--- src/rtl/router_1xn_pkt_if.sv ---
`default_nettype none
// ============================================================================
//  Module   : router_1xn_pkt_if
//  Purpose  : Bundles the packet-stream input and the per-port output FIFO
//             signals of router_1xn_pkt.
//  Modports : master - packet source / downstream consumers (drives
//                      packet_in, packet_valid_i, read_enb)
//             slave  - the router itself
//  Signals  : packet_in        input byte
//             packet_valid_i   packet_in valid this cycle
//             stop_packet_send byte cannot be accepted this cycle
//             read_enb         per-port pop request
//             packet_valid_o   per-port FIFO non-empty
//             packet_out       per-port FIFO head, port i at [i*DW +: DW]
//             parity_err       one-cycle pulse on parity mismatch
//             pkt_dropped      one-cycle pulse when a dropped packet completes
//             port_flushed     per-port one-cycle timeout-flush pulse
//  Revision : 1.0 - initial release
// ============================================================================
interface router_1xn_pkt_if #(
  parameter int NUM_PORTS  = 3,
  parameter int DATA_WIDTH = 8
);
  logic [DATA_WIDTH-1:0]           packet_in;
  logic                            packet_valid_i;
  logic                            stop_packet_send;
  logic [NUM_PORTS-1:0]            read_enb;
  logic [NUM_PORTS-1:0]            packet_valid_o;
  logic [NUM_PORTS*DATA_WIDTH-1:0] packet_out;
  logic                            parity_err;
  logic                            pkt_dropped;
  logic [NUM_PORTS-1:0]            port_flushed;

  modport master (
    output packet_in, packet_valid_i, read_enb,
    input  stop_packet_send, packet_valid_o, packet_out,
           parity_err, pkt_dropped, port_flushed
  );

  modport slave (
    input  packet_in, packet_valid_i, read_enb,
    output stop_packet_send, packet_valid_o, packet_out,
           parity_err, pkt_dropped, port_flushed
  );
endinterface
`default_nettype wire

--- src/rtl/router_1xn_pkt.sv ---
`default_nettype none
// ============================================================================
//  Module   : router_1xn_pkt
//  Purpose  : 1xN packet router. Parses header/payload/parity packets from a
//             single byte stream and steers each packet into one of NUM_PORTS
//             first-word-fall-through FIFOs. Checks parity, drops packets
//             with an out-of-range destination, and flushes any port left
//             unread for TIMEOUT cycles.
//  Ports    : clk  - clock
//             rst  - asynchronous active-high reset
//             bus  - router_1xn_pkt_if.slave (stream in, FIFO outputs,
//                    status pulses)
//  Revision : 1.0 - initial release
// ============================================================================
module router_1xn_pkt #(
  parameter int NUM_PORTS  = 3,
  parameter int DATA_WIDTH = 8,
  parameter int FIFO_DEPTH = 16,
  parameter int TIMEOUT    = 30
) (
  input  logic                 clk,
  input  logic                 rst,
  router_1xn_pkt_if.slave      bus
);

  localparam int c_ADDR_W = $clog2(NUM_PORTS);
  localparam int c_LEN_W  = DATA_WIDTH - c_ADDR_W;
  localparam int c_PTR_W  = $clog2(FIFO_DEPTH);
  localparam int c_TMR_W  = (TIMEOUT > 0) ? $clog2(TIMEOUT + 1) : 1;

  localparam logic [c_ADDR_W:0]    c_NPORTS  = (c_ADDR_W + 1)'(NUM_PORTS);
  localparam logic [c_LEN_W-1:0]   c_LEN_ONE = c_LEN_W'(1);
  localparam logic [c_PTR_W:0]     c_PTR_ONE = (c_PTR_W + 1)'(1);
  localparam logic [c_TMR_W-1:0]   c_TMR_ONE = c_TMR_W'(1);
  localparam logic [c_TMR_W-1:0]   c_TMR_MAX = c_TMR_W'(TIMEOUT);

  typedef enum logic [1:0] {
    S_IDLE    = 2'd0,
    S_PAYLOAD = 2'd1,
    S_PARITY  = 2'd2,
    S_DROP    = 2'd3
  } state_t;

  state_t                r_state, w_state_nxt;
  logic [c_ADDR_W-1:0]   r_dest;
  logic [c_LEN_W-1:0]    r_cnt;
  logic [DATA_WIDTH-1:0] r_xor;
  logic                  r_parity_err, r_pkt_dropped;

  logic [c_ADDR_W-1:0]   w_hdr_dest;
  logic [c_LEN_W-1:0]    w_hdr_len;
  logic                  w_hdr_ok;
  logic [NUM_PORTS-1:0]  w_full, w_empty;
  logic                  w_stop, w_accept;
  logic                  w_wr_en;
  logic [c_ADDR_W-1:0]   w_wr_port;
  logic                  w_parity_fail, w_drop_done;

  assign w_hdr_dest = bus.packet_in[c_ADDR_W-1:0];
  assign w_hdr_len  = bus.packet_in[DATA_WIDTH-1:c_ADDR_W];
  assign w_hdr_ok   = ({1'b0, w_hdr_dest} < c_NPORTS);

  // Full is taken from the pre-edge pointers, so a pop in the same cycle
  // does not release backpressure until the following cycle.
  always_comb begin
    w_stop = 1'b0;
    case (r_state)
      S_IDLE:              w_stop = bus.packet_valid_i && w_hdr_ok && w_full[w_hdr_dest];
      S_PAYLOAD, S_PARITY: w_stop = w_full[r_dest];
      default:             w_stop = 1'b0;
    endcase
  end

  assign w_accept             = bus.packet_valid_i && !w_stop;
  assign bus.stop_packet_send = w_stop;

  // Next-state and write-steering decode
  always_comb begin
    w_state_nxt   = r_state;
    w_wr_en       = 1'b0;
    w_wr_port     = r_dest;
    w_parity_fail = 1'b0;
    w_drop_done   = 1'b0;
    case (r_state)
      S_IDLE: begin
        if (w_accept) begin
          if (w_hdr_ok) begin
            w_wr_en     = 1'b1;
            w_wr_port   = w_hdr_dest;
            w_state_nxt = (w_hdr_len == '0) ? S_PARITY : S_PAYLOAD;
          end else begin
            w_state_nxt = S_DROP;
          end
        end
      end
      S_PAYLOAD: begin
        if (w_accept) begin
          w_wr_en = 1'b1;
          if (r_cnt == c_LEN_ONE) w_state_nxt = S_PARITY;
        end
      end
      S_PARITY: begin
        if (w_accept) begin
          w_wr_en       = 1'b1;
          w_parity_fail = (bus.packet_in != r_xor);
          w_state_nxt   = S_IDLE;
        end
      end
      S_DROP: begin
        // r_cnt holds the bytes still to skip after the current one
        if (w_accept && (r_cnt == '0)) begin
          w_drop_done = 1'b1;
          w_state_nxt = S_IDLE;
        end
      end
      default: w_state_nxt = S_IDLE;
    endcase
  end

  always_ff @(posedge clk or posedge rst) begin
    if (rst) begin
      r_state       <= S_IDLE;
      r_dest        <= '0;
      r_cnt         <= '0;
      r_xor         <= '0;
      r_parity_err  <= 1'b0;
      r_pkt_dropped <= 1'b0;
    end else begin
      r_state       <= w_state_nxt;
      r_parity_err  <= w_parity_fail;
      r_pkt_dropped <= w_drop_done;
      if (w_accept) begin
        case (r_state)
          S_IDLE: begin
            r_cnt <= w_hdr_len;
            r_xor <= bus.packet_in;
            if (w_hdr_ok) r_dest <= w_hdr_dest;
          end
          S_PAYLOAD: begin
            r_cnt <= r_cnt - c_LEN_ONE;
            r_xor <= r_xor ^ bus.packet_in;
          end
          S_DROP:  r_cnt <= r_cnt - c_LEN_ONE;
          default: ;
        endcase
      end
    end
  end

  assign bus.parity_err  = r_parity_err;
  assign bus.pkt_dropped = r_pkt_dropped;

  // Per-port FIFO with timeout flush
  genvar gi;
  generate
    for (gi = 0; gi < NUM_PORTS; gi++) begin : g_port
      localparam logic [c_ADDR_W-1:0] c_IDX = c_ADDR_W'(gi);

      logic [DATA_WIDTH-1:0] r_mem [FIFO_DEPTH];
      logic [c_PTR_W:0]      r_wr_ptr, r_rd_ptr;
      logic [c_TMR_W-1:0]    r_tmr;
      logic                  w_we, w_pop, w_flush;

      assign w_empty[gi] = (r_wr_ptr == r_rd_ptr);
      assign w_full[gi]  = (r_wr_ptr[c_PTR_W] != r_rd_ptr[c_PTR_W]) &&
                           (r_wr_ptr[c_PTR_W-1:0] == r_rd_ptr[c_PTR_W-1:0]);

      // A flush edge discards any byte written to this port on that edge
      assign w_flush = (TIMEOUT != 0) && (r_tmr == c_TMR_MAX);
      assign w_we    = w_wr_en && (w_wr_port == c_IDX) && !w_flush;
      assign w_pop   = bus.read_enb[gi] && !w_empty[gi];

      always_ff @(posedge clk) begin
        if (w_we) r_mem[r_wr_ptr[c_PTR_W-1:0]] <= bus.packet_in;
      end

      always_ff @(posedge clk or posedge rst) begin
        if (rst) begin
          r_wr_ptr <= '0;
          r_rd_ptr <= '0;
          r_tmr    <= '0;
        end else if (w_flush) begin
          r_rd_ptr <= r_wr_ptr;
          r_tmr    <= '0;
        end else begin
          if (w_we)  r_wr_ptr <= r_wr_ptr + c_PTR_ONE;
          if (w_pop) r_rd_ptr <= r_rd_ptr + c_PTR_ONE;
          // Non-empty and not popped means unread this cycle
          if (w_empty[gi] || w_pop) r_tmr <= '0;
          else if (TIMEOUT != 0)    r_tmr <= r_tmr + c_TMR_ONE;
        end
      end

      assign bus.packet_valid_o[gi] = !w_empty[gi];
      assign bus.packet_out[gi*DATA_WIDTH +: DATA_WIDTH] =
        w_empty[gi] ? '0 : r_mem[r_rd_ptr[c_PTR_W-1:0]];
      assign bus.port_flushed[gi] = w_flush;
    end
  endgenerate

endmodule
`default_nettype wire

--- src/flat_wrapper.sv ---
// flat-port wrapper written by rule: the top's interface ports become plain ports
module router_1xn_pkt_flat 
#(
  parameter int NUM_PORTS  = 3,
  parameter int DATA_WIDTH = 8,
  parameter int FIFO_DEPTH = 16,
  parameter int TIMEOUT    = 30
)
  (clk, rst, bus_packet_in, bus_packet_valid_i, bus_read_enb, bus_stop_packet_send, bus_packet_valid_o, bus_packet_out, bus_parity_err, bus_pkt_dropped, bus_port_flushed);
  router_1xn_pkt_if #(.NUM_PORTS(NUM_PORTS), .DATA_WIDTH(DATA_WIDTH)) bus_i ();
  input  logic clk;
  input  logic rst;
  input wire logic [$bits(bus_i.packet_in)-1:0] bus_packet_in;
  input wire logic [$bits(bus_i.packet_valid_i)-1:0] bus_packet_valid_i;
  input wire logic [$bits(bus_i.read_enb)-1:0] bus_read_enb;
  output wire logic [$bits(bus_i.stop_packet_send)-1:0] bus_stop_packet_send;
  output wire logic [$bits(bus_i.packet_valid_o)-1:0] bus_packet_valid_o;
  output wire logic [$bits(bus_i.packet_out)-1:0] bus_packet_out;
  output wire logic [$bits(bus_i.parity_err)-1:0] bus_parity_err;
  output wire logic [$bits(bus_i.pkt_dropped)-1:0] bus_pkt_dropped;
  output wire logic [$bits(bus_i.port_flushed)-1:0] bus_port_flushed;
  assign bus_i.packet_in = bus_packet_in;
  assign bus_i.packet_valid_i = bus_packet_valid_i;
  assign bus_i.read_enb = bus_read_enb;
  assign bus_stop_packet_send = bus_i.stop_packet_send;
  assign bus_packet_valid_o = bus_i.packet_valid_o;
  assign bus_packet_out = bus_i.packet_out;
  assign bus_parity_err = bus_i.parity_err;
  assign bus_pkt_dropped = bus_i.pkt_dropped;
  assign bus_port_flushed = bus_i.port_flushed;
  router_1xn_pkt #(.NUM_PORTS(NUM_PORTS), .DATA_WIDTH(DATA_WIDTH), .FIFO_DEPTH(FIFO_DEPTH), .TIMEOUT(TIMEOUT)) u_core (.clk(clk), .rst(rst), .bus(bus_i));
endmodule
--- config.mk ---
export PLATFORM = sky130hd
export DESIGN_NAME = router_1xn_pkt_flat
export DESIGN_NICKNAME = d
export VERILOG_FILES = /design/src/rtl/router_1xn_pkt_if.sv /design/src/rtl/router_1xn_pkt.sv /design/src/flat_wrapper.sv
export SDC_FILE = /design/constraint.sdc
export NUM_CORES = 1
export LEC_CHECK = 0
export BUFFER_PORTS_ARGS = -buffer_cell sky130_fd_sc_hd__buf_2
export CORE_ASPECT_RATIO = 0.8
export CORE_MARGIN = 1
export CORE_UTILIZATION = 37
export CTS_CLUSTER_DIAMETER = 30
export DETAILED_ROUTE_END_ITERATION = 10
export MAX_ROUTING_LAYER = met4
export PLACE_DENSITY = 0.61
export SLEW_MARGIN = 10
export SYNTH_ARGS = -nofsm -noshare
export SYNTH_HDL_FRONTEND = slang
export SYNTH_SLANG_ARGS = --single-unit
--- constraint.sdc ---
create_clock -name clk -period 3.7 [get_ports clk]
set_input_delay 0.925 -clock clk [delete_from_list [all_inputs] [get_ports clk]]
set_output_delay 0.925 -clock clk [all_outputs]
set_load 0.005 [all_outputs]
==> parameters.txt, run 1 <==
Parameter                              Value

STA
  Crit path time final ... between 3 and 4 ns
  Setup TNS after final layout ... 0 ns
  Worst hold slack ... ~0.46 ns
  Post-route setup slack ... roughly 0.11 ns
  Final Slew Violations ... 0
  Worst slew slack as a fraction of its limit ... approximately half
  Final critical-path share of the clock period ... a little over nine tenths
  Count of final hold-check violations ... 0
  Worst-Margin Slew ... ~0.77 ns
  Maximum operating frequency ... approximately 280 MHz
  Endpoints failing setup ... 0
  Worst setup skew after layout ... roughly 0.031 ns
  Unrepaired setup endpoints after global routing ... false

Critical path
  CP Class ... flop to primary output
  Worst setup path start ... u_core.g_port[1].r_rd_ptr[0]
  Delay of the slowest cell on the worst path ... about 0.60 ns
  Critical path, cell by cell ... buf_12 -> mux4_2 -> mux4_2 -> nor2b_1 -> buf_2
  Critical path's most frequent cell ... mux4_2
  Crit start category ... flop
  Sort of element at the end of the critical path ... primary output
  Worst path arrival time ... approximately 2.7 ns
  Source of the worst register-to-register timing path ... u_core.g_port[0].r_wr_ptr[3]
  Largest fanout on the critical path ... 35
  Slowest stage cell, crit path ... mux4_2
  Worst path required time ... 2.77 ns

Global routing
  Global route total overflow ... 0
  Global-route wire length before repair ... between 60000 and 70000 µm
  Largest net degree at the start of global routing ... 50
  Number of antenna violations at the first check in global routing ... 3
  Total global-route track usage ... 17.4%
  Vias in the first global route ... 10.2k

Floorplan
  Core area ... around 0.05 mm²
  Die area ... between 0.05 and 0.06 mm²
  Die Span Y ... roughly 200 µm
  I/O pin cnt ... 47
  Die X ... about 250 µm
  Initial core utilization ... between 30% and 40%
  Cell Rows ... 73

Route
  Detailed router's first-iteration violation count ... ~860
  Pre-antenna DRT Iters ... 4
  Post-detailed-route via-to-cell ratio ... roughly 5.2
  Final routed wirelength across all metal layers ... about 42000 µm
  Count of unresolved DRC violations after routing ... 0
  Antenna Violating Nets Remaining ... 0
  Vias after detailed routing ... approximately 10k
  Routed WL per cell ... ~22 µm

Power
  Power per standard cell area ... approximately 820 mW/mm²
  Part of the power in registers ... ~34%
  Psw ... between 5 and 6 mW
  Switching power as a share of total power ... 29.9%
  Part of the total power dissipated in the clock network ... 38.0%
  Lkg Pwr ... 7.91 nW
  Maximum VDD drop ... between 0.5 and 0.6 mV
  Internal power ... 13.1 mW
  Combinational power share ... between 20% and 30%

Yosys
  Synth top area cells ... edfxtp_1 62%, mux4_2 14%, dfrtp_1 8.7%
  Number of enable-type register cells in the synthesized netlist ... 384
  Cell taking the most area after synthesis ... edfxtp_1
  Share of Yosys cell area claimed by the top area cell type ... between 60% and 70%
  Unique cell type count in the Yosys netlist ... 53
  Synthesized instance count ... between 1k and 1.5k
  Synthesized area divided by synthesized cell count ... 18.1 µm²
  Warnings from Yosys ... 0
  Top flip-flop cell by instance count after synthesis ... edfxtp_1
  Share of synthesized flip-flops with an asynchronous set or reset ... between 10 and 15%
  Post-synthesis cell area ... ~0.019 mm²
  Post-synth net total ... 1076
  Sequential-to-total area share from yosys stat ... 70.2%
  Register bit total from synthesis ... 449

Cells and area
  Fraction of final layout cells with drive strength greater than 1 ... 31.3%
  Commonest cells after routing, fill and taps aside ... 384 x edfxtp_1, 120 x mux4_2, 78 x clkbuf_16
  Final Cell Area ... approximately 0.023 mm²
  Most common cell after layout, fill and taps aside ... edfxtp_1
  Area grow syn2layout ... 21.8%
  Fin cells ... about 1.9k
  Number of nets at the end of the flow ... roughly 1.2k

Run status
  Status ... complete, no violations

Clock network
  Number of clock sinks ... about 450
  Number of buffers added by the clock tree synthesis step ... between 70 and 80
  Max Buffers Root-to-Sink ... 3
  Htree depth ... 3
  Insertion delay of the later-clocked pin in the worst-skew pair ... roughly 0.60 ns
  Clk slew on worst S/H paths ... about 0.050 ns
  Clock tree from TritonCTS ... built
  Clock root buffer ... clkbuf_16
  Setup Buffers After CTS ... 0

Placed design
  Number of buffer cells added on primary ports ... 46
  RePlAce Congestion ... roughly 0.8
  Number of instances in the placed design ... 1776
  Minimum setup slack after placement ... between 0.05 and 0.06 ns
  Final HPWL DP ... around 27000 µm
  Total cell area at the placement stage ... about 0.020 mm²

Worst hold path
  Hold/Removal Path Class ... primary input to async pin

Flow run
  Max-capacitance violation count ... 0
power groups by stage:
stage	registers, mW	logic, mW	clock network, mW
finish	6.28	5.28	7.08
global route	6.33	5.75	7.43
CTS	6.27	5.35	7.20
detailed placement	6.36	5.33	0
global placement	6.35	5.29	0
floorplan	6.26	3.66	0
synth_stat cells (all sizes together), types with 2 or more instances:
library cell,instances
a2111oi,2
a21oi,21
and2,3
and2b,2
and3,16
and4,2
buf,29
clkbuf,25
dfrtp,65
edfxtp,384
ha,27
inv,23
mux2,5
mux2i,4
mux4,120
nand2,40
nand2b,7
nand3,16
nand3b,6
nand4,17
nor2,52
nor2b,35
nor3,16
nor4,2
o21a,2
o21ai,30
o22ai,2
o41ai,3
or2,3
or3,4
or4,2
xnor2,41
xor2,15
layer usage:
metal,GRT usage [%],wire length (µm)
met5,-,0
met4,5.15,886
met3,3.94,3030
met2,24.4,18900
met1,25.1,19300
kinds of logic (layout without fill, tap and decap cells):
family                     after synthesis  count (layout)  share of synthesized area, %
and+or+nand+nor                        227             227                          6.32
AOI/OAI and AO/OA                       69              69                          2.32
xor gates and xnor gates                56              56                          2.62
adders and majority gates               27              27                          1.80
DFF                                    449             449                          70.2
other                                    0               2                             0
buffers and inverters                   78             284                          1.75
muxes                                  129             129                          14.9
stage by stage:
stage               utilization [%]  total power, mW
finish                         45.8             18.6
global route                   45.8             19.5
CTS                            45.7             18.8
detailed placement             40.5             11.7
global placement               40.5             11.6
floorplan                         -             9.92
worst max-delay path: cells and delay by family, from the launching register on:
family	cells	cell delay [ns]
flops	1	0.39
buf+inv	2	0.42
mux	2	1.08
simple gates	1	0.18
state kept, by name (all words and copies together), names as in the netlist:
| signal | cells |
|---|---|
| u_core.g_port.r_mem | 384 |
| u_core.g_port.r_rd_ptr | 15 |
| u_core.g_port.r_tmr | 15 |
| u_core.g_port.r_wr_ptr | 15 |
| u_core.r_xor | 8 |
| u_core.r_cnt | 6 |
| u_core.r_dest | 2 |
| u_core.r_state | 2 |
| u_core.bus.parity_err | 1 |
| u_core.bus.pkt_dropped | 1 |
final timing paths:
kind                                           endpoint  slack, ns  cells after the start
setup / recovery                     bus_packet_out[14]       0.11                      5
hold / removal                u_core.g_port[2].r_tmr[0]       0.46                      2
max in group asynchronous  u_core.g_port[0].r_rd_ptr[0]       2.43                      3
hold reg to reg               u_core.g_port[2].r_tmr[0]       0.49                      1
min in group clk              u_core.g_port[2].r_tmr[0]       0.49                      1
setup reg to reg           u_core.g_port[1].r_mem[0][4]       0.30                     10
layout make-up:
class                           count  area [µm²]
Tap cell                          675         845
Timing Repair Buffer              120         840
Clock inverter                     53         621
Antenna cell                        2        5.00
Clock buffer                       87        1990
Fill cell                        4284       27000
Multi-Input combinational cell    508        5280
Inverter                           24        90.1
Sequential cell                   449       13200
repair_timing:
| action | 4_1_cts | 5_1_grt |
|---|---|---|
| hold buffers | 0 | 0 |
| setup endpoints to repair | 0 | 4 |
| resized for setup | 0 | 4 |
| hold endpoints to repair | 0 | 0 |
No activity file was read; power rests on OpenSTA's default activity.
==> inputs of run 2 (changes only) <==
--- a/config.mk
+++ b/config.mk
@@ -5,14 +5,14 @@
 export SDC_FILE = /design/constraint.sdc
 export NUM_CORES = 1
 export LEC_CHECK = 0
-export BUFFER_PORTS_ARGS = -buffer_cell sky130_fd_sc_hd__buf_2
 export CORE_ASPECT_RATIO = 0.8
 export CORE_MARGIN = 1
 export CORE_UTILIZATION = 37
 export CTS_CLUSTER_DIAMETER = 30
 export DETAILED_ROUTE_END_ITERATION = 10
+export DONT_BUFFER_PORTS = 1
 export MAX_ROUTING_LAYER = met4
-export PLACE_DENSITY = 0.61
+export PLACE_DENSITY = 0.6
 export SLEW_MARGIN = 10
 export SYNTH_ARGS = -nofsm -noshare
 export SYNTH_HDL_FRONTEND = slang
==> run 2 against run 1 <==
  * Worst hold slack got worse by 0.18 ns
  * Global-route usage fell by 0.89 points
  * Design area fell by 0.64%
  * Clock-buffer cell count rose by 7
  * Setup slack improved by 0.024 ns
  * Via count fell by 5.6%
  * Combinational power fell by 8.9%
  * Non-clock buffer count fell by 60
  * Sequential cell count did not move
  * Routed wire length fell by 6.4%
  * Critical path depth fell by 1
  * Sequential power barely moved
  * Critical path type unchanged
  * Critical endpoint is now bus_packet_out[8]
  * Largest cell class unchanged
  * Highest routed layer unchanged
==> parameters.txt, run 2 (synthesized netlist as in run 1, its figures left out) <==
Parameter                              Value

Placed design
  Final HPWL DP ... approximately 23000 µm
  Total cell area at the placement stage ... a little under 0.02 mm²
  RePlAce Congestion ... between 0.7 and 0.8
  Number of instances in the placed design ... 1716
  Number of buffer cells added on primary ports ... 0

Critical path
  Worst setup path start ... u_core.g_port[1].r_rd_ptr[0]
  Slowest stage cell, crit path ... mux4_2
  Critical path's most frequent cell ... mux4_2
  Delay of the slowest cell on the worst path ... 0.59 ns
  CP Class ... flop to primary output
  Crit start category ... flop
  Source of the worst register-to-register timing path ... u_core.g_port[0].r_wr_ptr[4]
  Worst path arrival time ... roughly 2.6 ns
  Critical path, cell by cell ... buf_6 -> mux4_2 -> mux4_2 -> nor2b_1
  Family with the most delay on the worst path ... multiplexers
  Count of cells along the worst register-to-register path ... 9
  Largest fanout on the critical path ... 26
  Worst path required time ... ~2.8 ns
  Crit path buf inv count ... 1
  Sort of element at the end of the critical path ... primary output
  Cell depth of the worst setup path ... 4

Power
  Maximum VDD drop ... 0.390 mV
  Overall power consumption ... between 15 and 20 mW
  Lkg Pwr ... 7.77 nW
  Power per standard cell area ... ~820 mW/mm²

Clock network
  Htree depth ... 3
  Clk slew on worst S/H paths ... approximately 0.050 ns
  Hold Buf Count CTS ... 0
  Clock tree from TritonCTS ... built
  Insertion delay of the later-clocked pin in the worst-skew pair ... 0.62 ns
  Setup Buffers After CTS ... 0
  Number of clock sinks ... 449
  Number of buffers added by the clock tree synthesis step ... slightly above 80
  Max Buffers Root-to-Sink ... 3
  Clock root buffer ... clkbuf_16

Cells and area
  Number of nets at the end of the flow ... roughly 1.2k
  Number of flip-flops in the largest register ... 384
  Post-route core utilization ... a little under half
  Fraction of final layout cells with drive strength greater than 1 ... about 28%
  Filler cells ... ~4.3k
  Area grow syn2layout ... 21.1%
  Commonest cells after routing, fill and taps aside ... 384 x edfxtp_1, 120 x mux4_2, 81 x clkbuf_16
  Final Cell Area ... between 0.02 and 0.025 mm²
  Most common cell after layout, fill and taps aside ... edfxtp_1
  Fin cells ... 1869

STA
  Worst-Margin Slew ... 1.20 ns
  Worst setup skew after layout ... 0.0265 ns
  Final Slew Violations ... 0
  Unrepaired setup endpoints after global routing ... false
  Crit path time final ... approximately 3.6 ns
  Final critical-path share of the clock period ... a little over nine tenths
  Worst hold slack ... ~0.29 ns
  Count of final hold-check violations ... 0
  Endpoints failing setup ... 0
  Maximum operating frequency ... about 280 MHz
  Worst slew slack as a fraction of its limit ... around 19%

Route
  Vias after detailed routing ... ~9.5k
  Final routed wirelength across all metal layers ... between 30000 and 40000 µm
  Antenna Violating Nets Remaining ... 0
  Routed WL per cell ... roughly 21 µm
  Pre-antenna DRT Iters ... 5
  Count of unresolved DRC violations after routing ... 0
  Detailed router's first-iteration violation count ... 739
  Post-detailed-route via-to-cell ratio ... between 5 and 6

Global routing
  Largest net degree at the start of global routing ... between 50 and 60
  Number of antenna violations at the first check in global routing ... 1
  GR Util met3 ... 3.97%
  Met1 usage ... a little under a quarter
  Global-route wire length before repair ... between 60000 and 70000 µm
  Met2 layer usage reported by global route ... between 20% and 30%
  Vias in the first global route ... 9707
  Total global-route track usage ... 16.5%
  GRT busiest layer ... met2
  Global route total overflow ... 0

Floorplan
  Cell Rows ... between 70 and 80
  Core area ... approximately 0.050 mm²
  Die X ... between 200 and 300 µm
  Initial core utilization ... a little under two fifths
  Die area ... around 0.05 mm²
  I/O pin cnt ... 47
  Die Span Y ... a little over 200 µm

Flow run
  Max-capacitance violation count ... 0

Worst hold path
  Hold/Removal Path Class ... primary input to async pin

Run status
  Status ... complete, no violations
## run 2: cell types whose count changed in the layout (fill, tap and decap cells not counted), moves of 3 or more
| cell | before | now |
|---|---|---|
| inv_8 | 7 | 3 |
| clkbuf_8 | 0 | 4 |
| clkinvlp_4 | 10 | 4 |
| clkinv_2 | 6 | 9 |
| buf_2 | 46 | 0 |
| buf_4 | 69 | 56 |
| clkbuf_16 | 78 | 81 |
| clkinv_4 | 7 | 10 |
## run 2: metrics by stage
step	worst slack, ns	setup TNS (ns)
2_1_floorplan	-0.102	-2.96
3_3_place_gp	0.207	0
3_5_place_dp	0.194	0
4_1_cts	0.0116	0
5_1_grt	0.00749	0
6_report	0.131	0
## run 2: layout make-up
| cell class | count | area [µm²] | area share (%) |
|---|---|---|---|
| antenna | 3 | 7.51 | 0.0331 |
| clock buffer | 94 | 2120 | 9.33 |
| clock inverter | 56 | 713 | 3.14 |
| inverter | 24 | 90.1 | 0.397 |
| multi-input combinational | 508 | 5260 | 23.2 |
| sequential | 449 | 13200 | 58.0 |
| tap | 675 | 845 | 3.72 |
| timing repair buffer | 60 | 487 | 2.15 |
## run 2: routing by layer
metal  routed length, µm  vias up
li1                    -     4294
met1               18700     4932
met2               18100      214
met3                1900       61
met4                 663        0
met5                   0        -
## run 2: path summary, 6_finish.rpt
| check | slack [ns] | end |
|---|---|---|
| setup / recovery | 0.13 | bus_packet_out[8] |
| hold / removal | 0.29 | u_core.r_xor[2] |
| setup reg to reg | 0.40 | u_core.g_port[1].r_mem[0][2] |
| hold reg to reg | 0.48 | u_core.g_port[1].r_tmr[0] |
| max in group asynchronous | 2.75 | u_core.g_port[0].r_rd_ptr[0] |
| min in group clk | 0.40 | u_core.g_port[1].r_mem[15][4] |
## run 2: what timing repair did
action / CTS / global route
cloned: 0 / 0
resized for setup: 2 / 2
setup endpoints to repair: 16 / 8
## run 2: power by group
| part | internal, mW | switching [mW] | total, mW |
|---|---|---|---|
| clock | 4.89 | 2.65 | 7.53 |
| combinational | 2.37 | 2.44 | 4.81 |
| sequential | 5.94 | 0.323 | 6.26 |
| total | 13.2 | 5.41 | 18.6 |
==> inputs of run 3 (changes only) <==
--- a/config.mk
+++ b/config.mk
@@ -12,7 +12,7 @@
 export DETAILED_ROUTE_END_ITERATION = 10
 export DONT_BUFFER_PORTS = 1
 export MAX_ROUTING_LAYER = met4
-export PLACE_DENSITY = 0.6
+export PLACE_DENSITY_LB_ADDON = 0.25
 export SLEW_MARGIN = 10
 export SYNTH_ARGS = -nofsm -noshare
 export SYNTH_HDL_FRONTEND = slang
==> run 3 against run 2 <==
  * Clock power rose by 3.2%
  * Sequential share of layout area fell by 0.23 points
  * Die area did not move
  * Clock-buffer cell count did not move
  * Clock skew rose by 0.0050 ns
  * Critical path depth did not move
  * Cell count rose by 0.16%
  * Worst hold slack improved by 0.11 ns
  * Utilization rose by 0.18 points
  * Combinational power barely moved
  * Register-to-register slack got worse by 0.02 ns
  * Power rose by 1.4%
==> parameters.txt, run 3 (synthesized netlist as in run 1, its figures left out) <==
Parameter                              Value

Clock network
  Setup Buffers After CTS ... 0
  Insertion delay of the later-clocked pin in the worst-skew pair ... roughly 0.60 ns
  Number of clock sinks ... roughly 450
  Number of buffers added by the clock tree synthesis step ... 81
  Clk slew on worst S/H paths ... roughly 0.05 ns
  Htree depth ... 3
  Clock tree from TritonCTS ... built
  Clock root buffer ... clkbuf_16
  Max Buffers Root-to-Sink ... 3

Critical path
  Count of cells along the worst register-to-register path ... 10
  Sort of element at the end of the critical path ... primary output
  Worst path required time ... roughly 2.8 ns
  Largest fanout on the critical path ... 27
  Slowest stage cell, crit path ... mux4_2
  CP Class ... flop to primary output
  Critical path, cell by cell ... buf_6 -> mux4_2 -> mux4_2 -> nor2b_1
  Crit start category ... flop
  Crit path buf inv count ... 1
  R2R setup slack ... 0.38 ns
  Worst path arrival time ... about 2.6 ns
  Endpoint of the lowest-slack register-to-register path ... u_core.g_port[1].r_mem[2][7]
  Source of the worst register-to-register timing path ... u_core.g_port[2].r_wr_ptr[3]
  Critical path's most frequent cell ... mux4_2
  Family with the most delay on the worst path ... multiplexers
  Delay of the slowest cell on the worst path ... 0.61 ns

Route
  Post-detailed-route via-to-cell ratio ... 5.16
  Vias after detailed routing ... between 9k and 10k
  Routed WL per cell ... roughly 22 µm
  Final routed wirelength across all metal layers ... just over 40000 µm
  Detailed router's first-iteration violation count ... ~760
  Count of unresolved DRC violations after routing ... 0
  Pre-antenna DRT Iters ... 4
  Antenna Violating Nets Remaining ... 0

Global routing
  Vias in the first global route ... slightly below 10k
  Total global-route track usage ... ~17%
  Largest net degree at the start of global routing ... about 60
  Global-route wire length before repair ... approximately 63000 µm
  Number of antenna violations at the first check in global routing ... 2
  Global route total overflow ... 0

STA
  Final Slew Violations ... 0
  Setup TNS after final layout ... 0 ns
  Worst setup skew after layout ... about 0.032 ns
  Unrepaired setup endpoints after global routing ... false
  Endpoints failing setup ... 0
  Final critical-path share of the clock period ... 96.1%
  Count of final hold-check violations ... 0
  Maximum operating frequency ... 281 MHz
  Worst slew slack as a fraction of its limit ... ~42%
  Worst-Margin Slew ... around 0.87 ns
  Crit path time final ... ~3.6 ns
  Post-route setup slack ... 0.145 ns

Cells and area
  Commonest cells after routing, fill and taps aside ... 384 x edfxtp_1, 120 x mux4_2, 84 x clkbuf_16
  Number of nets at the end of the flow ... 1167
  Filler cells ... between 4k and 5k
  Fraction of final layout cells with drive strength greater than 1 ... between 20 and 30%
  Post-route core utilization ... 45.7%
  Most common cell after layout, fill and taps aside ... edfxtp_1
  Area grow syn2layout ... 21.6%
  Final Cell Area ... ~0.023 mm²
  Number of flip-flops in the largest register ... around 380

Placed design
  Total cell area at the placement stage ... about 0.02 mm²
  Minimum setup slack after placement ... between 0.3 and 0.4 ns
  Number of buffer cells added on primary ports ... 0
  Final HPWL DP ... around 24000 µm
  RePlAce Congestion ... between 0.7 and 0.8

Floorplan
  Initial core utilization ... a little under two fifths
  Core area ... ~0.05 mm²
  Die area ... 0.0515 mm²
  I/O pin cnt ... 47
  Die X ... 254 µm
  Cell Rows ... 73
  Die Span Y ... around 200 µm

Flow run
  Max-capacitance violation count ... 0

Run status
  Status ... complete, no violations

Power
  Power per standard cell area ... 828 mW/mm²
  Maximum VDD drop ... between 0.3 and 0.4 mV
  Lkg Pwr ... 7.80 nW

Worst hold path
  Hold/Removal Path Class ... primary input to async pin
==> run 3: cell count changes in the layout (fill, tap and decap cells not counted), sizes merged <==
cell | previous run | this run
inv | 37 | 33
diode | 3 | 4
buf | 60 | 62
bufinv | 10 | 14
clkinvlp | 4 | 6
clkinv | 29 | 27
==> run 3: worst register-to-register path, stage by stage (launching register included) <==
cell and delay [ns]:
dfrtp_1 0.51, xnor2_1 0.19, nand4_1 0.19, o22ai_1 0.14, a221o_1 0.39, or3b_1 0.50, a2111oi_4 0.35, buf_4 0.22
nand2_1 0.14, nor3_1 0.17, buf_4 0.22
==> run 3: layout make-up <==
type	instances	area (µm²)	share of cell area (%)
multi-input cells	508	5270	23.2
flip-flops and latches	449	13200	57.8
clock buffers	94	2140	9.40
diodes	4	10.0	0.0440
inverters	24	90.1	0.396
well taps	675	845	3.71
clock inverters	56	758	3.33
repair buffers	62	494	2.17
==> run 3: worst max path at each step <==
stage,from,end,cells past startpoint
after floorplan,bus_packet_in[1],u_core.g_port[1].r_mem[0][0],7
after global placement,bus_packet_in[1],u_core.g_port[1].r_mem[1][7],8
after detailed placement,bus_packet_in[1],u_core.g_port[2].r_mem[1][0],7
after CTS,u_core.g_port[1].r_rd_ptr[0],bus_packet_out[9],4
after global routing,u_core.g_port[1].r_rd_ptr[0],bus_packet_out[9],4
final,u_core.g_port[1].r_rd_ptr[0],bus_packet_out[9],4
==> run 3: routing by layer <==
layer / routed length (µm) / part of all wire (%) / track usage, %
met2: 18300 / 44 / 24.0
met3: 2430 / 5.9 / 3.80
met4: 815 / 2.0 / 4.94
met1: 19900 / 48 / 24.9
met5: 0 / 0 / -
==> run 3: stage by stage <==
step / total power, mW / hold slack, ns / std cells
after global routing: 19.7 / 0.392 / 1872
after global placement: 11.2 / 0.475 / 1718
after detailed placement: 11.3 / 0.484 / 1718
final: 18.9 / 0.399 / 1872
after floorplan: 9.92 / 0.454 / 1035
after CTS: 19.1 / 0.395 / 1868
==> run 3: timing repair <==
action / 4_1_cts / 5_1_grt
endpoints found under the setup margin: 7 / 1
hold buffers: 0 / 0
resized for setup: 1 / 2
pin swaps: 0 / 0
hold endpoints to repair: 0 / 0
==> run 3: power breakdown <==
| group | internal [mW] | switching, mW | total, mW |
|---|---|---|---|
| Clock | 5.17 | 2.60 | 7.77 |
| Sequential | 5.93 | 0.364 | 6.30 |
| Combinational | 2.35 | 2.44 | 4.79 |
